[src/rtl/uart_frame_ctrl_if.sv]
// UART byte stream and crypto-core handshake bundle for uart_frame_ctrl.
// master: the frame controller; slave: the UART/core side.
interface uart_frame_ctrl_if;
  logic [7:0]   uart_rxdata;
  logic         uart_rxrdy;
  logic         uart_rxerr;
  logic         uart_txrdy;
  logic         uart_txstart;
  logic [7:0]   uart_txdata;
  logic [127:0] core_din;
  logic         core_start;
  logic         core_done;
  logic [127:0] core_dout;

  modport master (
    input  uart_rxdata, uart_rxrdy, uart_rxerr, uart_txrdy, core_done, core_dout,
    output uart_txstart, uart_txdata, core_din, core_start
  );

  modport slave (
    output uart_rxdata, uart_rxrdy, uart_rxerr, uart_txrdy, core_done, core_dout,
    input  uart_txstart, uart_txdata, core_din, core_start
  );
endinterface

[src/rtl/uart_frame_ctrl.sv]
// Collects a 16-byte UART frame, runs it through the crypto core, streams the result back.
// Optional FRAME_CHECKSUM_EN: trailing XOR checksum byte on both receive and transmit.
module uart_frame_ctrl #(
  parameter int TIMEOUT_CYCLES = 1000000,
  parameter int FRAME_BYTES    = 16
) (
  input  logic          clkin,
  input  logic          rstin,
  uart_frame_ctrl_if.master bus,
  output logic          busy,
  output logic          err
);
  localparam int W  = FRAME_BYTES * 8;
  localparam int TW = $clog2(TIMEOUT_CYCLES + 1);
`ifdef FRAME_CHECKSUM_EN
  localparam int NBYTES = FRAME_BYTES + 1;
`else
  localparam int NBYTES = FRAME_BYTES;
`endif

  typedef enum logic [2:0] {RX, CHK, START, WAIT_CORE, TX_LOAD, TX_ACK, TX_DONE} state_t;
  state_t state, state_nxt;

  logic [4:0]    cnt, idx;
  logic [TW-1:0] timer;
  logic          rxrdy_q, rxerr_q;
  logic [W-1:0]  din, txbuf;
  logic          rx_byte, rx_fault, timeout, frame_ok;

  // Edge registers reset high so levels already asserted at reset are not events.
  assign rx_byte  = bus.uart_rxrdy & ~rxrdy_q;
  assign rx_fault = bus.uart_rxerr & ~rxerr_q;
  assign timeout  = (cnt != 5'd0) && !rx_byte && (timer == TW'(TIMEOUT_CYCLES - 1));
  assign busy     = !(state == RX && cnt == 5'd0);
  assign bus.core_din = din;

`ifdef FRAME_CHECKSUM_EN
  logic [7:0] rx_sum, tx_sum, res_sum;
  always_comb begin
    res_sum = 8'd0;
    for (int i = 0; i < FRAME_BYTES; i++) res_sum ^= bus.core_dout[8*i +: 8];
  end
  // Running XOR over payload plus checksum byte is zero for a good frame.
  assign frame_ok = (rx_sum == 8'd0);
  assign bus.uart_txdata = (idx == 5'(FRAME_BYTES)) ? tx_sum : txbuf[W-1 -: 8];
`else
  assign frame_ok = 1'b1;
  assign bus.uart_txdata = txbuf[W-1 -: 8];
`endif

  always_comb begin
    state_nxt        = state;
    bus.core_start   = 1'b0;
    bus.uart_txstart = 1'b0;
    case (state)
      RX:        if (!rx_fault && rx_byte && cnt == 5'(NBYTES - 1)) state_nxt = CHK;
      CHK:       state_nxt = frame_ok ? START : RX;
      START:     begin bus.core_start = 1'b1; state_nxt = WAIT_CORE; end
      WAIT_CORE: if (bus.core_done) state_nxt = TX_LOAD;
      TX_LOAD:   if (bus.uart_txrdy) begin bus.uart_txstart = 1'b1; state_nxt = TX_ACK; end
      TX_ACK:    if (!bus.uart_txrdy) state_nxt = TX_DONE;
      TX_DONE:   if (bus.uart_txrdy) state_nxt = (idx == 5'(NBYTES - 1)) ? RX : TX_LOAD;
      default:   state_nxt = RX;
    endcase
  end

  always_ff @(posedge clkin) begin
    if (rstin) begin
      state   <= RX;
      cnt     <= 5'd0;
      idx     <= 5'd0;
      timer   <= '0;
      din     <= '0;
      txbuf   <= '0;
      err     <= 1'b0;
      rxrdy_q <= 1'b1;
      rxerr_q <= 1'b1;
`ifdef FRAME_CHECKSUM_EN
      rx_sum  <= 8'd0;
      tx_sum  <= 8'd0;
`endif
    end else begin
      state   <= state_nxt;
      rxrdy_q <= bus.uart_rxrdy;
      rxerr_q <= bus.uart_rxerr;
      case (state)
        RX: begin
          if (rx_fault) begin
            err   <= 1'b1;
            cnt   <= 5'd0;
            timer <= '0;
          end else if (rx_byte) begin
            if (cnt < 5'(FRAME_BYTES)) din <= {din[W-9:0], bus.uart_rxdata};
`ifdef FRAME_CHECKSUM_EN
            rx_sum <= (cnt == 5'd0) ? bus.uart_rxdata : (rx_sum ^ bus.uart_rxdata);
`endif
            cnt   <= (cnt == 5'(NBYTES - 1)) ? 5'd0 : cnt + 5'd1;
            timer <= '0;
          end else if (timeout) begin
            cnt   <= 5'd0;
            timer <= '0;
          end else if (cnt != 5'd0) begin
            timer <= timer + TW'(1);
          end
        end
        CHK: if (!frame_ok) err <= 1'b1;
        WAIT_CORE: if (bus.core_done) begin
          txbuf <= bus.core_dout;
          idx   <= 5'd0;
`ifdef FRAME_CHECKSUM_EN
          tx_sum <= res_sum;
`endif
        end
        // Buffer shifts so the byte on the wire is always the top byte.
        TX_DONE: if (bus.uart_txrdy) begin
          idx   <= (idx == 5'(NBYTES - 1)) ? 5'd0 : idx + 5'd1;
          txbuf <= txbuf << 8;
        end
        default: ;
      endcase
    end
  end
endmodule

[src/flat_wrapper.sv]
// flat-port wrapper written by rule: the top's interface ports become plain ports
module uart_frame_ctrl_flat 
#(
  parameter int TIMEOUT_CYCLES = 1000000,
  parameter int FRAME_BYTES    = 16
)
  (clkin, rstin, busy, err, bus_uart_rxdata, bus_uart_rxrdy, bus_uart_rxerr, bus_uart_txrdy, bus_core_done, bus_core_dout, bus_uart_txstart, bus_uart_txdata, bus_core_din, bus_core_start);
  uart_frame_ctrl_if bus_i ();
  input  logic clkin;
  input  logic rstin;
  output logic busy;
  output logic err;
  input wire logic [$bits(bus_i.uart_rxdata)-1:0] bus_uart_rxdata;
  input wire logic [$bits(bus_i.uart_rxrdy)-1:0] bus_uart_rxrdy;
  input wire logic [$bits(bus_i.uart_rxerr)-1:0] bus_uart_rxerr;
  input wire logic [$bits(bus_i.uart_txrdy)-1:0] bus_uart_txrdy;
  input wire logic [$bits(bus_i.core_done)-1:0] bus_core_done;
  input wire logic [$bits(bus_i.core_dout)-1:0] bus_core_dout;
  output wire logic [$bits(bus_i.uart_txstart)-1:0] bus_uart_txstart;
  output wire logic [$bits(bus_i.uart_txdata)-1:0] bus_uart_txdata;
  output wire logic [$bits(bus_i.core_din)-1:0] bus_core_din;
  output wire logic [$bits(bus_i.core_start)-1:0] bus_core_start;
  assign bus_i.uart_rxdata = bus_uart_rxdata;
  assign bus_i.uart_rxrdy = bus_uart_rxrdy;
  assign bus_i.uart_rxerr = bus_uart_rxerr;
  assign bus_i.uart_txrdy = bus_uart_txrdy;
  assign bus_i.core_done = bus_core_done;
  assign bus_i.core_dout = bus_core_dout;
  assign bus_uart_txstart = bus_i.uart_txstart;
  assign bus_uart_txdata = bus_i.uart_txdata;
  assign bus_core_din = bus_i.core_din;
  assign bus_core_start = bus_i.core_start;
  uart_frame_ctrl #(.TIMEOUT_CYCLES(TIMEOUT_CYCLES), .FRAME_BYTES(FRAME_BYTES)) u_core (.clkin(clkin), .rstin(rstin), .bus(bus_i), .busy(busy), .err(err));
endmodule
[config.mk]
export PLATFORM = sky130hd
export DESIGN_NAME = uart_frame_ctrl_flat
export DESIGN_NICKNAME = d
export VERILOG_FILES = /design/src/rtl/uart_frame_ctrl_if.sv /design/src/rtl/uart_frame_ctrl.sv /design/src/flat_wrapper.sv
export SDC_FILE = /design/constraint.sdc
export NUM_CORES = 1
export LEC_CHECK = 0
export CAP_MARGIN = 20
export CORE_MARGIN = 1.5
export CORE_UTILIZATION = 51
export CTS_CLUSTER_DIAMETER = 150
export CTS_CLUSTER_SIZE = 40
export DETAILED_ROUTE_END_ITERATION = 6
export PLACE_DENSITY = 0.81
export SYNTH_ARGS = -nofsm -noshare
export SYNTH_HDL_FRONTEND = slang
export SYNTH_SLANG_ARGS = --single-unit
[constraint.sdc]
create_clock -name clkin -period 3.15 [get_ports clkin]
set_input_delay 0.63 -clock clkin [delete_from_list [all_inputs] [get_ports clkin]]
set_output_delay 0.63 -clock clkin [all_outputs]
set_load 0.01 [all_outputs]
==> impl_metrics.yaml, run 1 <==
worst_setup_path:
  worstSetupEndpointType: "output pin"
  arrival_ns: 2.18
  critPathTopFamily: "buffers and inverters"
  cp_slowest_stage_delay_ns: 0.51
  crit_chain: "inv_1, ha_1, nor4b_2, nand2_1, clkdlybuf4s50_1"
  start_kind: "flop"
  worstPathRequired_ns: 2.52
  slowest_stage: "clkdlybuf4s50_1"
  critPathMaxFanout: 4
  crit_type: "reg2out"
  crit_buf_inv: 2
cts:
  hold_buffers: 0
  cts_buffers: 11
  cts.sink_count: 292
  ctsResizeCount: 0
  cts_tree: "done"
  max-clock-path-buffers: 3
  cts_setup_buffers: 0
  root_buffer: "clkbuf_16"
  clock_latency_ns: 0.50
  h-tree-depth: 1
  path_clk_slew_ns: 0.14
synth:
  yosysSeqAreaShare_pct: 50.3
  yosys_warnings: 0
  yosys_register_bits: 292
  yosysTopAreaCellShare_pct: 50.3
  synth.net_count: 1632
  syn_inst: 1486
  ys_types: 50
  yosysTopAreaCell: "dfxtp_1"
  async_flop_share_pct: 0
  synth-edff-count: 0
  avgSynthCellArea_um2: 7.82
  synthFlopType: "dfxtp_1"
  netlist_top_cells_area: "dfxtp_1 50%, nand2_1 17%, a311oi_1 9.0%, a21oi_1 6.3%, nor2_1 4.8%"
  synthTopCellsByCount: "525 x nand2_1, 292 x dfxtp_1, 150 x nor2_1"
  yosysMostFrequentCell: "nand2_1"
  syn-cell-area_um2: 11600
routing:
  via_count: 10800
  drc: 0
  drt_pass1_iterations: 5
  wl_per_cell_um: 15.4
  wl_um: 30100
  viasPerCell: 5.52
  drt-initial-drc-count: 758
  antenna_left: 0
floorplanning:
  die_h_um: 154
  fp.dieArea_um2: 23700
  dieWidth_um: 154
  core_um2: 22500
  start_util_pct: 51.6
  placementRows: 55
  io_pins: 282
global_route:
  grt_pass1_wl_um: 48900
  track_usage_pct: 24.6
  grt_use_met2_pct: 41.7
  overflow: 0
  grt_pass1_vias: 9875
  busiest_layer: "met2"
  antenna_found_initial: 3
  met1_usage_pct: 32.7
  met3_usage_pct: 4.14
  grt_max_degree: 129
sta:
  fmax_mhz: 356
  finalSetupViolCount: 0
  worst_slew_pin_slew_ns: 0.683
  hold_viol: 0
  fin_crit_ns: 2.81
  post-route-period-util_pct: 89.1
  slew_headroom_pct: 54.4
  drv_slew: 0
  rsz0062_at_grt: "false"
  fin_hold_ws_ns: 0.435
  fin_worst_skew_ns: 0.0380
  setup_tns_ns: 0
finish:
  num-nets-final: 1816
  nFillCells: 1891
  multiInputGateArea_um2: 5220
  final_layout_size_suffix_gt1_share_pct: 2.82
  syn_to_final_growth_pct: 27.7
  ff_latch_area_um2: 5850
power:
  power-per-cell-area_nw_per_um2: 397
  irDropWorstVdd_uv: 327
  leakagePower_uw: 0.00490
placement:
  dp_hpwl_um: 21200
  gp_routability_congestion: 0.868
  port_buffers: 281
worst_hold_path:
  min_path_type: "reg2reg"
outcome:
  status: "finished, final reports clean"
run:
  drv_cap: 0
power by group:
group          internal (µW)  switching [µW]
combinational            213             199
clock                    659            1110
sequential              3710            11.8
total                   4580            1320
worst min-delay path, cell delays in order (launching register included):
cell      delay, ns
dfxtp_1        0.32
nand2_1        0.05
a311oi_1       0.07
placed cells by master (no fill, tap or decap), types with 3 or more instances in the layout:
cell type        synthesis  layout
a21oi_1                147     147
a311oi_1               120     120
and3_1                   4       4
buf_12                   0      10
buf_4                    8      11
clkbuf_16                0      11
clkdlybuf4s50_1          0     280
dfxtp_1                292     292
diode_2                  0       3
ha_1                     4       4
inv_1                    4       4
nand2_1                525     524
nand2b_1                 5       4
nand3_1                 16      16
nand3b_1                 4       4
nand4_1                 10      10
nor2_1                 150     150
nor2b_1                  3       3
nor3_1                   7       6
nor4_1                   3       3
o21ai_0                  6       6
or3_1                    3       3
xnor2_1                  4       4
xor2_1                  14      14
per-layer routing:
| layer | wire (µm) | vias up |
|---|---|---|
| met3 | 2080 | 37 |
| met5 | 11 | - |
| met2 | 14500 | 350 |
| li1 | - | 5345 |
| met1 | 12800 | 5059 |
| met4 | 608 | 2 |
registers in the layout, summed over array words and instances, names as in the netlist:
signal	count
u_core.state	3
u_core.rxrdy_q	1
u_core.txbuf	128
u_core.timer	20
u_core.cnt	5
u_core.rxerr_q	1
u_core.idx	5
u_core.err	1
u_core.bus.core_din	128
layout make-up:
class | count | share of cell area (%)
diodes | 3 | 0.0506
clock buffers | 11 | 1.85
clock inverters | 1 | 0.202
inverters | 4 | 0.101
multi-input cells | 1059 | 35.1
flip-flops and latches | 292 | 39.4
well taps | 285 | 2.40
repair buffers | 302 | 20.9
cells by family after synthesis:
logic type	synth area share [%]
and+or+nand+nor	26.0
adders and majority gates	0.431
DFF	50.3
xor gates and xnor gates	1.36
muxes	0.183
AOI/OAI and AO/OA	16.7
buffers and inverters	5.07
final timing paths:
path / start / to / slack, ns / cells past startpoint
hold / removal: u_core.txbuf[37]$_SDFFE_PP0P_ / u_core.txbuf[45]$_SDFFE_PP0P_ / 0.43 / 2
hold reg to reg: u_core.txbuf[37]$_SDFFE_PP0P_ / u_core.txbuf[45]$_SDFFE_PP0P_ / 0.43 / 2
setup reg to reg: u_core.state[2]$_SDFFE_PP0P_ / u_core.bus.core_din[106]$_SDFFE_PP0P_ / 0.84 / 6
setup / recovery: u_core.cnt[0]$_SDFFE_PP0P_ / busy / 0.34 / 5
through the flow:
stage	worst slack (ns)	util, %	power [µW]	instance area [µm²]	std cells
2_1_floorplan	1.38	-	3970	11600	1486
3_3_place_gp	0.505	64.6	4210	14500	1942
3_5_place_dp	0.386	64.6	4210	14500	1942
4_1_cts	0.327	65.9	5960	14800	1954
5_1_grt	0.239	65.9	6090	14800	1955
6_report	0.342	66.0	5900	14800	1957
No activity file was read; power rests on OpenSTA's default activity.
==> inputs of run 2 (changes only) <==
- CORE_UTILIZATION: 51 -> 50
- PLACE_DENSITY: 0.81 -> 0.8
- clock period: 3.15 -> 3.1 ns (I/O delays scaled with it)
==> run 2 against run 1 <==
Via count is 0.13% higher. Largest power group unchanged. Worst setup slack worse by 0.061 ns. Sequential power is 2% higher. Register-to-register slack worse by 0.06 ns. Critical path depth is 2 lower. Largest cell class unchanged. Flip-flop and latch count stayed put.
==> impl_metrics.yaml, run 2 (synthesized netlist as in run 1, its figures left out) <==
worst_setup_path:
  reg2reg_setup_slack_ns: 0.78
  r2r_start: "u_core.state[2]$_SDFFE_PP0P_"
  worstSetupEndpointType: "output pin"
  r2r-end: "u_core.bus.core_din[118]$_SDFFE_PP0P_"
  start_kind: "flop"
  crit_start: "u_core.state[2]$_SDFFE_PP0P_"
  critPathMaxFanout: 12
  crit_type: "reg2out"
  worstPathRequired_ns: 2.48
  arrival_ns: 2.20
  r2r_cells: 6
  endpoint: "bus_uart_txstart"
finish:
  layout_commonest_cell: "nand2_1"
  final-instance-count-excl-fill: 1951
  diodes: 0
  syn_to_final_growth_pct: 27.5
  final_layout_size_suffix_gt1_share_pct: 2.64
  final_cell_mix: "524 x nand2_1, 292 x dfxtp_1, 280 x clkdlybuf4s50_1, 150 x nor2_1, 147 x a21oi_1"
  num-nets-final: 1813
routing:
  viasPerCell: 5.54
  wl_um: 29900
  drc: 0
  antenna_left: 0
  drt_pass1_iterations: 7
  drt-initial-drc-count: 786
  wl_per_cell_um: 15.3
  via_count: 10800
cts:
  ctsResizeCount: 0
  h-tree-depth: 1
  cts_setup_buffers: 0
  max-clock-path-buffers: 3
  root_buffer: "clkbuf_16"
  cts_tree: "done"
  hold_buffers: 0
  cts.sink_count: 292
  cts_buffers: 11
  path_clk_slew_ns: 0.14
  clock_latency_ns: 0.50
power:
  power-per-cell-area_nw_per_um2: 405
  irDropWorstVdd_uv: 365
  internal_power_uw: 4650
  leakagePower_uw: 0.00488
  power_switching_uw: 1350
  p_comb_share_pct: 7.1
  switching_share_pct: 22.4
  p_seq_share_pct: 63.0
  power.clock.fraction_pct: 30.0
placement:
  placedCellCount: 1939
  dp_hpwl_um: 21000
  port_buffers: 281
  gp_routability_congestion: 0.821
global_route:
  antenna_found_initial: 0
  overflow: 0
  track_usage_pct: 23.7
  grt_pass1_wl_um: 47300
  grt_max_degree: 129
  grt_pass1_vias: 9608
sta:
  worst_slew_pin_slew_ns: 0.681
  hold_viol: 0
  drv_slew: 0
  rsz0062_at_grt: "false"
  fin_crit_ns: 2.82
  finalSetupViolCount: 0
  post-route-period-util_pct: 90.9
  fmax_mhz: 355
  slew_headroom_pct: 54.6
  fin_worst_skew_ns: 0.0367
  setup_tns_ns: 0
floorplanning:
  start_util_pct: 51.2
  placementRows: 55
  fp.dieArea_um2: 24200
  io_pins: 282
  core_um2: 22700
  die_h_um: 155
  dieWidth_um: 155
outcome:
  status: "finished, final reports clean"
run:
  drv_cap: 0
worst_hold_path:
  min_path_type: "reg2reg"
[run 2: worst min path at each step]
stage,from,endpoint,cells past startpoint
floorplan,u_core.txbuf[0]$_SDFFE_PP0P_,u_core.txbuf[0]$_SDFFE_PP0P_,2
global placement,u_core.txbuf[3]$_SDFFE_PP0P_,u_core.txbuf[3]$_SDFFE_PP0P_,2
detailed placement,u_core.txbuf[2]$_SDFFE_PP0P_,u_core.txbuf[2]$_SDFFE_PP0P_,2
CTS,u_core.txbuf[43]$_SDFFE_PP0P_,u_core.txbuf[51]$_SDFFE_PP0P_,2
global route,u_core.txbuf[43]$_SDFFE_PP0P_,u_core.txbuf[51]$_SDFFE_PP0P_,2
finish,u_core.txbuf[39]$_SDFFE_PP0P_,u_core.txbuf[47]$_SDFFE_PP0P_,2
[run 2: worst max-delay path, stage by stage, from the launching register on]
cell,delay (ns)
dfxtp_1,0.54
nor2b_1,0.33
and3_1,0.26
clkdlybuf4s50_1,0.58
[run 2: final cells by class]
class	instances	area, µm²
well taps	285	357
clock inverters	1	30.0
flip-flops and latches	292	5850
clock buffers	11	275
fillers	1958	7900
inverters	4	15.0
multi-input cells	1059	5220
repair buffers	299	3080
[run 2: through the flow]
stage	setup slack (ns)	hold slack [ns]	instance area, µm²	total power [µW]	util [%]
after floorplan	1.34	0.432	11600	4030	-
after global placement	0.457	0.439	14500	4280	63.9
after detailed placement	0.448	0.446	14500	4280	63.9
after CTS	0.263	0.446	14800	6050	65.2
after global routing	0.162	0.464	14800	6200	65.2
final	0.281	0.444	14800	6000	65.2
[run 2: power by group through the flow]
| stage | registers [µW] | clock network (µW) | logic, µW |
|---|---|---|---|
| after floorplan | 3860 | 0 | 174 |
| after global placement | 3860 | 0 | 421 |
| after detailed placement | 3860 | 0 | 422 |
| after CTS | 3780 | 1850 | 424 |
| after global routing | 3780 | 1960 | 455 |
| final | 3780 | 1800 | 423 |
[run 2: routing by layer]
metal  global-route usage [%]  routed length, µm  vias up
met3                     3.93               2090       35
met2                     39.2              14000      374
li1                         -                  -     5351
met4                     6.39                748        0
met5                        0                  0        -
met1                     32.0              13100     5047
==> inputs of run 3 (changes only) <==
- CORE_MARGIN: 1.5 -> unset
==> run 3 against run 2 <==
Count of clock-buffer cells in the layout stayed put. Cell count is 0.10% higher. Clock skew is 0.0098 ns higher. Largest power group unchanged. Highest routed layer is now met5.
==> impl_metrics.yaml, run 3 (synthesized netlist as in run 1, its figures left out) <==
outcome:
  status: "finished, final reports clean"
power:
  switching_share_pct: 22.3
  irDropWorstVdd_uv: 314
  p_seq_share_pct: 63.1
  p_comb_share_pct: 6.9
  power_switching_uw: 1340
  leakagePower_uw: 0.00488
  power.total_uw: 5990
  power-per-cell-area_nw_per_um2: 404
  internal_power_uw: 4650
  power.clock.fraction_pct: 30.0
worst_setup_path:
  arrival_ns: 2.16
  r2r_cells: 6
  reg2reg_setup_slack_ns: 0.73
  worstPathRequired_ns: 2.48
  start_kind: "flop"
  critPathMaxFanout: 4
  worstSetupEndpointType: "output pin"
  crit_type: "reg2out"
finish:
  syn_to_final_growth_pct: 27.5
  final-instance-count-excl-fill: 1953
  num-nets-final: 1814
  fin_area_um2: 14800
  final_layout_size_suffix_gt1_share_pct: 2.70
  layout_commonest_cell: "nand2_1"
  final_cell_mix: "524 x nand2_1, 292 x dfxtp_1, 280 x clkdlybuf4s50_1, 150 x nor2_1, 147 x a21oi_1"
worst_hold_path:
  min_path_type: "reg2reg"
  whs_path_depth: 2
global_route:
  overflow: 0
  grt_max_degree: 129
  track_usage_pct: 24.3
  grt_pass1_vias: 9735
  antenna_found_initial: 3
  grt_pass1_wl_um: 47800
sta:
  finalSetupViolCount: 0
  setup_tns_ns: 0
  worst_slew_pin_slew_ns: 0.644
  rsz0062_at_grt: "false"
  post-route-period-util_pct: 89.7
  drv_slew: 0
  slew_headroom_pct: 57.0
  fin_ws_ns: 0.319
  hold_viol: 0
  fmax_mhz: 360
  fin_worst_skew_ns: 0.0465
  fin_crit_ns: 2.78
placement:
  port_buffers: 281
  dp_hpwl_um: 21000
  gp_routability_congestion: 0.831
  dpl_cell_area_um2: 14500
  place_worst_setup_slack_ns: 0.467
  placedCellCount: 1940
floorplanning:
  dieWidth_um: 154
  io_pins: 282
  fp.dieArea_um2: 23900
  die_h_um: 154
  start_util_pct: 51.2
  placementRows: 55
  core_um2: 22700
routing:
  via_count: 10700
  drc: 0
  drt-initial-drc-count: 852
  antenna_left: 0
  viasPerCell: 5.50
  wl_um: 29900
  drt_pass1_iterations: 6
  wl_per_cell_um: 15.3
cts:
  root_buffer: "clkbuf_16"
  ctsResizeCount: 0
  max-clock-path-buffers: 3
  cts_buffers: 11
  cts_setup_buffers: 0
  clock_latency_ns: 0.50
  cts_tree: "done"
  path_clk_slew_ns: 0.14
  h-tree-depth: 1
  cts.sink_count: 292
  hold_buffers: 0
run:
  drv_cap: 0
==> run 3: changes by cell type in the layout (fill, tap and decap cells not counted) <==
cell and delta:
buf_12 -1, buf_4 +2, diode_2 +1
==> run 3: layout make-up <==
cell class              instances  area (µm²)
well taps                     285         357
diodes                          1        2.50
flip-flops and latches        292        5850
multi-input cells            1059        5220
fillers                      1940        7900
clock inverters                 1        30.0
repair buffers                300        3070
clock buffers                  11         275
inverters                       4        15.0
==> run 3: metal layers <==
metal | up-vias | global-route usage, % | share of wire [%]
li1 | 5357 | - | -
met1 | 5015 | 31.3 | 43
met2 | 320 | 41.0 | 48
met3 | 41 | 5.35 | 7.4
met4 | 2 | 6.55 | 2.2
met5 | - | 0 | 0.040
==> run 3: critical path: stages, from the launching register on <==
cell and delay, ns:
dfxtp_1 0.36, inv_1 0.08, ha_1 0.14, nor4b_2 0.48
nand2_1 0.10, clkdlybuf4s50_1 0.51
==> run 3: metrics by stage <==
step,util [%],hold WS (ns)
final,65.2,0.433
after global routing,65.2,0.466
after CTS,65.2,0.438
after detailed placement,63.9,0.445
after global placement,63.9,0.439
after floorplan,-,0.432
==> run 3: power groups by stage <==
stage          Sequential, µW  Combinational, µW  Clock (µW)
6_report                 3780                415        1800
3_3_place_gp             3860                414           0
2_1_floorplan            3860                174           0
5_1_grt                  3780                452        1970
4_1_cts                  3780                416        1850
3_5_place_dp             3860                413           0
==> run 3: worst paths after layout <==
path                                            to                          start
max reg2reg  u_core.bus.core_din[117]$_SDFFE_PP0P_   u_core.state[2]$_SDFFE_PP0P_
min reg2reg          u_core.txbuf[42]$_SDFFE_PP0P_  u_core.txbuf[34]$_SDFFE_PP0P_
min                  u_core.txbuf[42]$_SDFFE_PP0P_  u_core.txbuf[34]$_SDFFE_PP0P_
max                                           busy     u_core.cnt[0]$_SDFFE_PP0P_
